===== src/rtl/axi2mem_pkg.sv =====
// Shared constants and types for the axi2mem read-side TCDM engine.
package axi2mem_pkg;

    localparam int unsigned NUM_LANES  = 2;
    localparam int unsigned WORD_BYTES = 4;
    localparam int unsigned BEAT_BYTES = NUM_LANES * WORD_BYTES;
    localparam int unsigned ID_WIDTH   = 6;

    typedef enum logic [1:0] {
        RD_IDLE  = 2'd0,
        RD_BURST = 2'd1,
        RD_DRAIN = 2'd2
    } rd_state_e;

endpackage


===== src/rtl/axi2mem_rd_resp_fifo.sv =====
// Per-lane response FIFO: registered storage (no fall-through), exports occupancy
// so the issue logic can compute credits.
module axi2mem_rd_resp_fifo #(
    parameter int unsigned DATA_WIDTH = 32,
    parameter int unsigned DEPTH      = 4,
    localparam int unsigned AW        = $clog2(DEPTH)
) (
    input  logic                  clk_i,
    input  logic                  rst_ni,
    input  logic                  push_i,
    input  logic [DATA_WIDTH-1:0] dat_i,
    input  logic                  pop_i,
    output logic [DATA_WIDTH-1:0] dat_o,
    output logic                  empty_o,
    output logic [AW:0]           occ_o
);

    logic [DEPTH-1:0][DATA_WIDTH-1:0] mem_q;
    logic [AW-1:0]                    wr_ptr_q, rd_ptr_q;
    logic [AW:0]                      cnt_q, cnt_d;

    always_comb begin
        cnt_d = cnt_q;
        if (push_i && !pop_i) begin
            cnt_d = cnt_q + 1'b1;
        end else if (!push_i && pop_i) begin
            cnt_d = cnt_q - 1'b1;
        end
    end

    always_ff @(posedge clk_i or negedge rst_ni) begin
        if (!rst_ni) begin
            mem_q    <= '0;
            wr_ptr_q <= '0;
            rd_ptr_q <= '0;
            cnt_q    <= '0;
        end else begin
            if (push_i) begin
                mem_q[wr_ptr_q] <= dat_i;
                wr_ptr_q        <= wr_ptr_q + 1'b1;
            end
            if (pop_i) begin
                rd_ptr_q <= rd_ptr_q + 1'b1;
            end
            cnt_q <= cnt_d;
        end
    end

    assign dat_o   = mem_q[rd_ptr_q];
    assign empty_o = (cnt_q == '0);
    assign occ_o   = cnt_q;

    // Credit-based issue must never let a response arrive into a full FIFO.
    a_no_overflow : assert property (@(posedge clk_i) disable iff (!rst_ni)
        !(push_i && !pop_i && (cnt_q == (AW+1)'(DEPTH))));
    a_no_underflow : assert property (@(posedge clk_i) disable iff (!rst_ni)
        !(pop_i && (cnt_q == '0)));

endmodule


===== src/rtl/axi2mem_tcdm_rd_unit.sv =====
// Read-side TCDM engine: one burst at a time, two independent 32-bit lanes, credit-limited issue.
// Optional AXI2MEM_RD_PERF_EN adds a saturating TCDM stall-cycle counter output.
//   state    | meaning
//   RD_IDLE  | waiting for a burst command (cmd_gnt_o high)
//   RD_BURST | lanes issuing TCDM reads as credit allows
//   RD_DRAIN | all reads granted, emptying response FIFOs
module axi2mem_tcdm_rd_unit
    import axi2mem_pkg::*;
#(
    parameter int unsigned RESP_DEPTH = 4,
    parameter int unsigned LEN_WIDTH  = 8
) (
    input  logic                                 clk_i,
    input  logic                                 rst_ni,
`ifdef AXI2MEM_RD_PERF_EN
    output logic [31:0]                          perf_stall_cnt_o,
`endif
    input  logic                                 cmd_req_i,
    output logic                                 cmd_gnt_o,
    input  logic [31:0]                          cmd_add_i,
    input  logic [LEN_WIDTH-1:0]                 cmd_len_i,
    input  logic [ID_WIDTH-1:0]                  cmd_id_i,
    output logic                                 busy_o,
    output logic [NUM_LANES-1:0]                 tcdm_req_o,
    output logic [NUM_LANES-1:0][31:0]           tcdm_add_o,
    output logic [NUM_LANES-1:0]                 tcdm_wen_o,
    output logic [NUM_LANES-1:0][3:0]            tcdm_be_o,
    input  logic [NUM_LANES-1:0]                 tcdm_gnt_i,
    input  logic [NUM_LANES-1:0][31:0]           tcdm_r_rdata_i,
    input  logic [NUM_LANES-1:0]                 tcdm_r_valid_i,
    output logic [NUM_LANES-1:0][31:0]           rd_data_push_dat_o,
    output logic [NUM_LANES-1:0]                 rd_data_push_req_o,
    input  logic [NUM_LANES-1:0]                 rd_data_push_gnt_i,
    output logic [ID_WIDTH-1:0]                  rd_data_push_id_o,
    output logic                                 rd_data_push_last_o
);

    localparam int unsigned CW = LEN_WIDTH + 1;
    localparam int unsigned OW = $clog2(RESP_DEPTH) + 1;

    rd_state_e state_q, state_d;

    logic [31:0]          add_q;
    logic [LEN_WIDTH-1:0] len_q;
    logic [ID_WIDTH-1:0]  id_q;
    logic [CW-1:0]        beats;
    logic                 cmd_hs;

    logic [NUM_LANES-1:0] issue_done, pop_done;

    assign cmd_gnt_o  = (state_q == RD_IDLE);
    assign busy_o     = (state_q != RD_IDLE);
    assign cmd_hs     = cmd_req_i & cmd_gnt_o;
    assign beats      = CW'(len_q) + CW'(1);
    assign tcdm_wen_o = '1;
    assign tcdm_be_o  = '1;
    assign rd_data_push_id_o = id_q;

    always_comb begin
        state_d = state_q;
        unique case (state_q)
            RD_IDLE:  if (cmd_req_i) state_d = RD_BURST;
            RD_BURST: if (&issue_done) state_d = RD_DRAIN;
            RD_DRAIN: if (&pop_done && !(|rd_data_push_req_o)) state_d = RD_IDLE;
            default:  state_d = RD_IDLE;
        endcase
    end

    always_ff @(posedge clk_i or negedge rst_ni) begin
        if (!rst_ni) begin
            state_q <= RD_IDLE;
            add_q   <= '0;
            len_q   <= '0;
            id_q    <= '0;
        end else begin
            state_q <= state_d;
            if (cmd_hs) begin
                add_q <= cmd_add_i & ~32'h7;
                len_q <= cmd_len_i;
                id_q  <= cmd_id_i;
            end
        end
    end

    for (genvar g = 0; g < NUM_LANES; g++) begin : g_lane
        logic [CW-1:0] issue_cnt_q, pop_cnt_q;
        logic          inflight_q;
        logic          fifo_push, fifo_pop, fifo_empty;
        logic [OW-1:0] fifo_occ;
        logic [OW:0]   used;

        // A slot is spoken for from grant until pop, so responses can never overflow.
        assign used          = (OW+1)'(fifo_occ) + (OW+1)'(inflight_q);
        assign issue_done[g] = (issue_cnt_q == beats);
        assign pop_done[g]   = (pop_cnt_q == beats);
        assign tcdm_req_o[g] = (state_q == RD_BURST) && !issue_done[g]
                               && (used < (OW+1)'(RESP_DEPTH));
        assign tcdm_add_o[g] = tcdm_req_o[g]
                               ? add_q + 32'(issue_cnt_q) * 32'(BEAT_BYTES) + 32'(g) * 32'(WORD_BYTES)
                               : '0;

        // Responses not matched by an own grant (e.g. left over across a reset) are dropped.
        assign fifo_push = tcdm_r_valid_i[g] & inflight_q;
        assign fifo_pop  = rd_data_push_req_o[g] & rd_data_push_gnt_i[g];
        assign rd_data_push_req_o[g] = ~fifo_empty;

        axi2mem_rd_resp_fifo #(
            .DATA_WIDTH (32),
            .DEPTH      (RESP_DEPTH)
        ) i_resp_fifo (
            .clk_i   (clk_i),
            .rst_ni  (rst_ni),
            .push_i  (fifo_push),
            .dat_i   (tcdm_r_rdata_i[g]),
            .pop_i   (fifo_pop),
            .dat_o   (rd_data_push_dat_o[g]),
            .empty_o (fifo_empty),
            .occ_o   (fifo_occ)
        );

        always_ff @(posedge clk_i or negedge rst_ni) begin
            if (!rst_ni) begin
                issue_cnt_q <= '0;
                pop_cnt_q   <= '0;
                inflight_q  <= 1'b0;
            end else begin
                inflight_q <= tcdm_req_o[g] & tcdm_gnt_i[g];
                if (cmd_hs) begin
                    issue_cnt_q <= '0;
                    pop_cnt_q   <= '0;
                end else begin
                    if (tcdm_req_o[g] && tcdm_gnt_i[g]) issue_cnt_q <= issue_cnt_q + 1'b1;
                    if (fifo_pop) pop_cnt_q <= pop_cnt_q + 1'b1;
                end
            end
        end

        if (g == 0) begin : g_last
            assign rd_data_push_last_o = rd_data_push_req_o[0] && (pop_cnt_q == CW'(len_q));
        end
    end

`ifdef AXI2MEM_RD_PERF_EN
    logic [31:0] stall_cnt_q;

    always_ff @(posedge clk_i or negedge rst_ni) begin
        if (!rst_ni) begin
            stall_cnt_q <= '0;
        end else if (cmd_hs) begin
            stall_cnt_q <= '0;
        end else if (|(tcdm_req_o & ~tcdm_gnt_i) && (stall_cnt_q != '1)) begin
            stall_cnt_q <= stall_cnt_q + 1'b1;
        end
    end

    assign perf_stall_cnt_o = stall_cnt_q;
`endif

endmodule


===== config.mk =====
export PLATFORM = sky130hd
export DESIGN_NAME = axi2mem_tcdm_rd_unit
export DESIGN_NICKNAME = d
export VERILOG_FILES = /design/src/rtl/axi2mem_pkg.sv /design/src/rtl/axi2mem_rd_resp_fifo.sv /design/src/rtl/axi2mem_tcdm_rd_unit.sv
export SDC_FILE = /design/constraint.sdc
export NUM_CORES = 1
export LEC_CHECK = 0
export ABC_AREA = 1
export ABC_CLOCK_PERIOD_IN_PS = 4590
export CAP_MARGIN = 10
export CORE_AREA = 2 2 233 212
export CTS_CLUSTER_DIAMETER = 100
export DETAILED_ROUTE_END_ITERATION = 6
export DIE_AREA = 0 0 235 214
export PLACE_DENSITY = 0.63
export SKIP_LAST_GASP = 1
export SLEW_MARGIN = 30
export SYNTH_ARGS = -nofsm -noshare
export SYNTH_HDL_FRONTEND = slang
export SYNTH_HIERARCHICAL = 1
export SYNTH_SLANG_ARGS = --single-unit

===== constraint.sdc =====
create_clock -name clk_i -period 4.59 [get_ports clk_i]
set_input_delay 0.918 -clock clk_i [delete_from_list [all_inputs] [get_ports clk_i]]
set_output_delay 0.918 -clock clk_i [all_outputs]
set_load 0.05 [all_outputs]

== Yosys cells after proc, flatten, opt, wreduce, memory -nomap -nowiden ==
Cells that the tools add are included.

* Eq/ne operators: 10
* Mux-type cells: 28
* Bitwise logic cells: 9
* Reductions and logical operators: 35
* Add/subtract/negate cells: 18
* $lt $le $gt $ge: 8

{| class="wikitable"
|+ Operators by type and width
! operator !! count
|-
| 128-bit bitwise mux || 2
|-
| 32-bit two-way mux || 6
|-
| 32-bit binary-select mux with 2-bit select || 2
|-
| 32-bit demux with 2-bit select || 2
|-
| 9-bit two-way mux || 8
|-
| 32-bit by 12-bit adder with 32-bit output || 2
|-
| 9-bit by 1-bit adder with 9-bit output (second input constant) || 4
|-
| 9-bit == test || 4
|-
| 32-bit by 3-bit adder with 32-bit output (second input constant) || 1
|-
| 1-bit logical AND || 14
|-
| 2-bit nonzero test || 7
|-
| 2-bit by 3-bit less-than comparator with 1-bit output (second input constant) || 4
|-
| 3-bit two-way mux || 4
|-
| 8-bit by 1-bit adder with 9-bit output (second input constant) || 1
|-
| 9-bit by 8-bit == test with 1-bit output || 1
|-
| 2-bit by 1-bit adder with 2-bit output (second input constant) || 4
|-
| 3-bit by 1-bit adder with 4-bit output || 2
|-
| 4-bit by 3-bit less-than comparator with 1-bit output (second input constant) || 2
|-
| 1-bit bitwise AND || 7
|-
| 1-bit logical NOT || 7
|-
| 3-bit by 1-bit adder with 3-bit output (second input constant) || 2
|-
| 3-bit logical NOT || 2
|-
| 2-bit two-way mux || 3
|-
| 2-bit inequality test (second input constant) || 3
|-
| other kinds (10) || 14
|}

* Bits of input ports: 119
* Register bits after elaboration: 353
* Logic and storage cells: 132

== Logic depth before layout (Yosys ltp) ==
Gate-level depths: netlist of the first run.

* Depth in word-level cells: 8
* Gate-level depth with buffers: 15
* Gate-level depth less buffers: 14

== Modules after synthesis ==
The synthesis of the first run kept the hierarchy.

{| class="wikitable"
|+ Modules (own cells, without submodules)
! module !! cells an instance !! instances !! area an instance (um^2)
|-
| axi2mem_tcdm_rd_unit || 976 || 1 || 6523.8
|-
| axi2mem_rd_resp_fifo at g_lane[0].i_resp_fifo || 728 || 1 || 6185.9
|-
| axi2mem_rd_resp_fifo at g_lane[1].i_resp_fifo || 728 || 1 || 6183.4
|}

== Least setup slack after synthesis of the first run ==
No wires, ideal clock.

* Kind: register to output
* From: register g_lane[1].issue_cnt_q[0]
* To: output port tcdm_add_o[53] (netlist bit)
* Cell stages (with the launch flop): 13
* Setup slack: 0.915 ns
* Buffers on the path: 0
* Data arrival time: 2.757 ns
* Cells stage by stage: dfrtp_1 -> ha_1 -> inv_1 -> fa_1 -> inv_1 -> nand3_1 -> nand2_1 -> inv_1 -> o21ai_0 -> a21oi_1 -> nor2_1 -> nand2_1 -> a21oi_1

{| class="wikitable"
|+ RTL lines
! item !! RTL line !! source
|-
| start: declaration || axi2mem_tcdm_rd_unit.sv:86 || <nowiki>logic [CW-1:0] issue_cnt_q, pop_cnt_q;</nowiki>
|-
| start signal: assignment || axi2mem_tcdm_rd_unit.sv:132 || <nowiki>if (tcdm_req_o[g] && tcdm_gnt_i[g]) issue_cnt_q <= issue_cnt_q + 1'b1;</nowiki>
|-
| end: declaration || axi2mem_tcdm_rd_unit.sv:25 || <nowiki>output logic [NUM_LANES-1:0][31:0] tcdm_add_o,</nowiki>
|}

==> results.sh, run 1 <==
export IMPL_status="complete, no violations"
export IMPL_min_period_ps=4350
export IMPL_layout_nets=2778
export IMPL_antenna_found_initial=1
export IMPL_cp_num_buf_inv=2
export IMPL_postSynth_asyncResetShare_pct=100
export IMPL_irDropWorstVdd_uv=435
export IMPL_cts_hold_buf=0
export IMPL_grt_pass1_wl_um=84500
export IMPL_p_seq_share_pct=31.3
export IMPL_final_area_sq_um=23100
export IMPL_gr_total_overflow=0
export IMPL_drt_pass1_iterations=5
export IMPL_p_per_area_nw_per_um2=740
export IMPL_synth_ff_type="dfrtp_1"
export IMPL_die_area_sq_um=50300
export IMPL_syn_avg_cell_area_sq_um=7.77
export IMPL_p_int_mw=9.17
export IMPL_wl_per_cell_um=15.6
export IMPL_met3_usage_pct=3.08
export IMPL_cp_required_ps=3670
export IMPL_rsz0062_at_grt="false"
export IMPL_hold_viol=0
export IMPL_first_global_vias=16105
export IMPL_rows=76
export IMPL_cts_tree="done"
export IMPL_cts_buffers=41
export IMPL_tightest_slew_ps=802
export IMPL_critPathMostFrequentCell="nand2_1"
export IMPL_sw_frac_of_total_pct=46.3
export IMPL_grt_busiest_layer="met2"
export IMPL_finalSetupViolCount=0
export IMPL_antenna_left=0
export IMPL_cp_end_kind="output pin"
export IMPL_hold_ws_ps=228
export IMPL_die_w_um=235
export IMPL_finalPower_mw=17.1
export IMPL_synthesis_area_sq_um=18900
export IMPL_startpoint_type="register"
export IMPL_post_dp_hpwl_um=33900
export IMPL_area_growth_syn_to_layout_pct=22.0
export IMPL_slew_limit_headroom_pct=46.5
export IMPL_crit_path_max_incr_delay_ps=510
export IMPL_p_switching_mw=7.90
export IMPL_crit_chain="ha_1 -> nand2_1 -> nor2_4 -> nand2_1 -> nand2_1 -> nand2_1 -> nand3_1 -> nor2_1 -> nand3_2 -> nand3_2 -> buf_4 -> nor2_1 -> clkdlybuf4s15_1"
export IMPL_cp_arrival_ps=3430
export IMPL_path_max_fanout=14
export IMPL_post_route_drc_count=0
export IMPL_gp_congestion=0.885
export IMPL_drv_slew=0
export IMPL_cts_setup_buffers=0
export IMPL_grt_start_max_net_pins=113
export IMPL_setup_slack_ps=244
export IMPL_initial_core_util_pct=39.7
export IMPL_die_height_um=214
export IMPL_setup_tns_ps=0
export IMPL_yosys_warnings=6
export IMPL_diodes=0
export IMPL_clock_sinks=353
export IMPL_yosysSeqAreaShare_pct=46.8
export IMPL_cts_root_buffer="clkbuf_16"
export IMPL_crit_type="register to output pin"
export IMPL_vias=16456
export IMPL_combPwrFrac_pct=49.7
export IMPL_gr_usage_met1_pct=28.6
export IMPL_ys_seq_elements=353
export IMPL_skew_ps=15.1
export IMPL_grt_usage_pct=20.3
export IMPL_clk_latency_ps=560
export IMPL_htreeDepth=2
export IMPL_drv_cap=0
export IMPL_power_leakage_nw=12.1
export IMPL_path_clk_slew_ps=60
export IMPL_cts_buffer_depth=3
export IMPL_port_buffers=251
export IMPL_core_area_sq_um=47600
export IMPL_place_ws_ps=335
export IMPL_synth_edf_count=0
export IMPL_gr_usage_met2_pct=33.1
export IMPL_fmax_mhz=230
export IMPL_hold_path_class="input port to asynchronous set/reset pin"
export IMPL_fin_crit_sh_pct=94.7
export IMPL_ios=270
export IMPL_place_area_sq_um=21700
export IMPL_drt_total_wl_um=51100
export IMPL_crit_family="simple AND/OR/NAND/NOR gates"
export IMPL_p_clk_share_pct=19.0
export IMPL_synthCells=2432
export IMPL_synth_cell_types=47
export IMPL_viasPerCell=5.03
export IMPL_drive_gt1_share_pct=5.06
export IMPL_drt_iter0_drc=1255
export IMPL_slowest_stage="clkdlybuf4s15_1"
[final timing paths]
kind	from	endpoint	slack (ps)	cells past startpoint
min in group clk_i	rd_data_push_id_o[1]	rd_data_push_id_o[1]	480	2
worst max-delay path	len_q[1]	tcdm_add_o[59]	240	13
worst max register to register	len_q[1]	g_lane[1].issue_cnt_q[5]	1860	14
worst min-delay path	rst_ni	g_lane[1].i_resp_fifo/mem_q[12]	230	1
worst min register to register	rd_data_push_id_o[1]	rd_data_push_id_o[1]	480	2
max in group asynchronous	rst_ni	g_lane[0].i_resp_fifo/mem_q[31]	3060	3
[worst register-to-register path, stage by stage (launching register included)]
cell,delay (ps)
dfrtp_1,480
ha_1,270
nand2_1,170
nor2_4,180
nand2_1,130
nand2_1,80
nand2_1,50
inv_1,50
nand2_1,40
nor2_1,150
nand3_2,120
nand4_1,350
nand2_1,330
nand2_1,140
nand2_1,60
[flip-flops by register name (all words and copies together) (netlist names)]
signal and cells:
g_lane.i_resp_fifo/wr_ptr_q 4, rd_data_push_id_o 6, len_q 8, g_lane.i_resp_fifo/occ_o 6
g_lane.pop_cnt_q 18, g_lane.i_resp_fifo/rd_ptr_q 4, g_lane.inflight_q 2, g_lane.issue_cnt_q 18
g_lane.i_resp_fifo/mem_q 256, state_q 2, add_q 29
[power by group through the flow]
stage | Clock [mW] | Combinational, mW | Sequential [mW]
after detailed placement | 0 | 8.58 | 5.37
after global routing | 3.50 | 9.25 | 5.53
final | 3.25 | 8.48 | 5.34
after global placement | 0 | 8.43 | 5.30
after floorplan | 0 | 6.33 | 5.01
after CTS | 3.36 | 8.58 | 5.33
[cells in the mapped netlist, types with 3 or more instances]
cell type	n	area share (%)
nand2_2	3	0.099
nand3_2	4	0.21
nand2_1	752	15
nand3b_1	5	0.20
nand4_1	9	0.30
buf_4	27	1.1
nor3_1	28	0.74
o21bai_1	4	0.16
a211oi_1	3	0.12
nor2_1	115	2.3
dfrtp_1	353	47
o21ai_1	257	6.8
nor4_1	5	0.17
nand3_1	76	2.0
nand2_4	8	0.48
o211ai_1	130	5.2
o21ai_0	46	1.2
inv_2	5	0.099
clkbuf_1	19	0.38
ha_1	33	2.2
xnor2_1	13	0.60
nor2_2	6	0.20
fa_1	4	0.42
inv_1	320	6.4
o31ai_1	3	0.12
xor2_1	57	2.6
buf_2	83	2.2
a21oi_1	37	0.98
[logic make-up after synthesis]
family,count (synthesis),share of synthesized area (%)
AND/OR/NAND/NOR,1018,22.0
AO/OA/AOI/OAI,490,15.0
buffers and inverters,462,10.4
flip-flops,353,46.8
XOR/XNOR,70,3.25
adder cells (fa/ha/maj),37,2.61
other,2,0.0397
[stage by stage]
step / instances / util [%]
floorplan: 2445 / -
global placement: 3202 / 45.5
detailed placement: 3202 / 45.5
CTS: 3271 / 48.2
global route: 3272 / 48.4
finish: 3272 / 48.4
[cell usage in the layout (no fill, tap or decap), types with 18 or more instances in the layout]
| cell type | synthesis | layout |
|---|---|---|
| ha_1 | 33 | 33 |
| clkdlybuf4s50_1 | 0 | 190 |
| nor2_1 | 115 | 115 |
| nand2_1 | 752 | 751 |
| o211ai_1 | 130 | 130 |
| o21ai_1 | 257 | 258 |
| dfrtp_1 | 353 | 351 |
| clkbuf_16 | 0 | 43 |
| o21ai_0 | 46 | 45 |
| inv_1 | 320 | 320 |
| nand3_1 | 76 | 76 |
| xor2_1 | 57 | 57 |
| a21oi_1 | 37 | 36 |
| buf_4 | 27 | 18 |
| dlymetal6s2s_1 | 0 | 36 |
| nor3_1 | 28 | 28 |
[layer usage]
layer,vias up,part of all wire [%],wire length (um)
met5,-,0.016,8
met4,2,1.3,686
met3,56,5.2,2630
met2,398,46,23700
met1,7886,47,24000
li1,8114,-,-
[cell type report]
cell class	count	area (sq um)
Clock buffer	58	1180
Clock inverter	11	144
Fill cell	4569	24600
Inverter	328	1230
Multi-Input combinational cell	1630	8150
Sequential cell	353	8840
Tap cell	624	781
Timing Repair Buffer	268	2720
[timing repair]
action,in CTS,in global routing
gates resized for setup,19,66
setup endpoints to repair,21,54
gates cloned,0,0
endpoints found under the hold margin,0,0
(Power assumes the default switching activity.)
==> run 2: changes to the inputs <==
==> constraint.sdc (replaced) <==
create_clock -name clk_i -period 4.59 [get_ports clk_i]
set_input_delay 0.918 -clock clk_i [delete_from_list [all_inputs] [get_ports clk_i]]
set_output_delay 0.918 -clock clk_i [all_outputs]
set_load 0.01 [all_outputs]
==> results.sh, run 2 (synthesis gave the netlist of run 1 again) <==
export IMPL_viasPerCell=4.93
export IMPL_first_global_vias=16079
export IMPL_cts_tree="done"
export IMPL_largest_register_ffs=256
export IMPL_p_per_area_nw_per_um2=643
export IMPL_layout_nets=2780
export IMPL_drt_pass1_iterations=5
export IMPL_clk_latency_ps=560
export IMPL_vias=16166
export IMPL_port_buffers=251
export IMPL_min_period_ps=4340
export IMPL_hold_viol=0
export IMPL_status="complete, no violations"
export IMPL_path_clk_slew_ps=60
export IMPL_tightest_slew_ps=885
export IMPL_die_height_um=214
export IMPL_cts_buffers=40
export IMPL_biggestRegsByFlops="g_lane.i_resp_fifo/mem_q: 256 flops, add_q: 29 flops"
export IMPL_crit_type="register to output pin"
export IMPL_rsz0062_at_grt="true"
export IMPL_die_w_um=235
export IMPL_drt_total_wl_um=51000
export IMPL_fin_crit_sh_pct=94.5
export IMPL_cp_arrival_ps=3420
export IMPL_htreeDepth=2
export IMPL_hold_ws_ps=238
export IMPL_core_area_sq_um=47600
export IMPL_drv_slew=0
export IMPL_finalSetupViolCount=0
export IMPL_post_dp_hpwl_um=33900
export IMPL_clock_sinks=353
export IMPL_drt_iter0_drc=1232
export IMPL_cp_end_kind="output pin"
export IMPL_startpoint="g_lane[1].issue_cnt_q[0]"
export IMPL_cts_buffer_depth=3
export IMPL_cp_required_ps=3670
export IMPL_initial_core_util_pct=39.7
export IMPL_post_route_drc_count=0
export IMPL_wl_per_cell_um=15.5
export IMPL_path_max_fanout=6
export IMPL_grt_start_max_net_pins=112
export IMPL_startpoint_type="register"
export IMPL_r2r_start="len_q[1]"
export IMPL_drv_cap=0
export IMPL_cts_root_buffer="clkbuf_16"
export IMPL_finalPower_mw=14.9
export IMPL_diodes=0
export IMPL_slew_limit_headroom_pct=41.0
export IMPL_antenna_found_initial=1
export IMPL_irDropWorstVdd_uv=326
export IMPL_layout_commonest_cell="nand2_1"
export IMPL_hold_path_class="input port to asynchronous set/reset pin"
export IMPL_grt_usage_pct=20.4
export IMPL_grt_pass1_wl_um=84300
export IMPL_die_area_sq_um=50300
export IMPL_ios=270
export IMPL_drive_gt1_share_pct=4.93
export IMPL_final_cell_mix="751 x nand2_1, 348 x dfrtp_1, 320 x inv_1"
export IMPL_top_register="g_lane.i_resp_fifo/mem_q"
export IMPL_area_growth_syn_to_layout_pct=22.4
export IMPL_gp_congestion=0.883
export IMPL_gr_total_overflow=0
export IMPL_fmax_mhz=230
export IMPL_antenna_left=0
export IMPL_skew_ps=9.16
export IMPL_rows=76
export IMPL_power_leakage_nw=11.6
-- run 2: changes by cell type in the layout (fill, tap and decap cells not counted), moves of 2 or more --
cell / before / now
dlymetal6s2s_1: 36 / 2
clkinv_2: 4 / 8
dfrtp_2: 0 / 3
clkbuf_2: 13 / 0
clkdlybuf4s50_1: 190 / 248
dlygate4sd2_1: 2 / 0
buf_4: 18 / 16
clkdlybuf4s15_1: 3 / 0
clkbuf_1: 10 / 7
clkinvlp_4: 1 / 5
dfrtp_1: 351 / 348
-- run 2: layout make-up --
type	instances	area, sq um
Fill cell	4580	24500
Timing Repair Buffer	271	2730
Inverter	328	1230
Multi-Input combinational cell	1630	8170
Clock buffer	55	1160
Clock inverter	19	201
Tap cell	624	781
Sequential cell	353	8840
-- run 2: path summary, 6_finish.rpt --
path                                                         end  slack, ps  depth (start not counted)
worst min-delay path            g_lane[1].i_resp_fifo/mem_q[108]        240                          1
min in group clk_i                          rd_data_push_id_o[5]        480                          2
worst max register to register          g_lane[1].issue_cnt_q[2]       1950                         13
worst max-delay path                              tcdm_add_o[53]        250                         13
max in group asynchronous        g_lane[0].i_resp_fifo/mem_q[87]       3160                          3
worst min register to register              rd_data_push_id_o[5]        480                          2
-- run 2: power breakdown --
group          internal [mW]  total (mW)  switching (mW)
sequential              4.39        5.41            1.02
combinational           2.89        6.16            3.27
clock                   1.95        3.29            1.34
-- run 2: critical path, stage by stage, from the launching register on --
cell and delay, ps:
dfrtp_2 410, ha_1 180, inv_1 50, fa_1 400, inv_1 80, nand3_1 60
nand2_1 90, inv_1 80, o21ai_1 200, a21oi_1 210, nor2_2 230, nand2_1 70
a21oi_1 220, clkdlybuf4s50_1 580
-- run 2: repair_timing --
action,4_1_cts,5_1_grt
setup endpoints to repair,1,32
hold buffers,0,0
setup buffers,0,1
gates resized for setup,1,9
pin swaps,0,2
cloned,0,0
-- run 2: metrics by stage --
stage                     worst slack (ps)  setup TNS [ps]  instance area (sq um)  utilization [%]  cells
after floorplan                       1460               0                  18900                -   2445
after global placement                 620               0                  21700             45.5   3204
after detailed placement               587               0                  21700             45.5   3204
after CTS                             4.63               0                  23100             48.4   3278
after global routing                 -38.2           -38.2                  23100             48.5   3280
final                                  251               0                  23100             48.5   3280
-- run 2: per-layer routing --
metal | wire (um) | GRT usage (%) | up-vias
li1 | - | - | 8127
met1 | 23700 | 28.6 | 7599
met2 | 23600 | 32.7 | 376
met3 | 2760 | 3.45 | 62
met4 | 898 | 5.17 | 2
met5 | 8 | 0 | -
==> run 3: changes to the inputs <==
--- a/config.mk
+++ b/config.mk
@@ -9,7 +9,7 @@
 export ABC_CLOCK_PERIOD_IN_PS = 4590
 export CAP_MARGIN = 10
 export CORE_AREA = 2 2 233 212
-export CTS_CLUSTER_DIAMETER = 100
+export CTS_CLUSTER_DIAMETER = 200
 export DETAILED_ROUTE_END_ITERATION = 6
 export DIE_AREA = 0 0 235 214
 export PLACE_DENSITY = 0.63
==> results of run 3 <==
Final layout, timing and power as in run 2 (identical DEF).
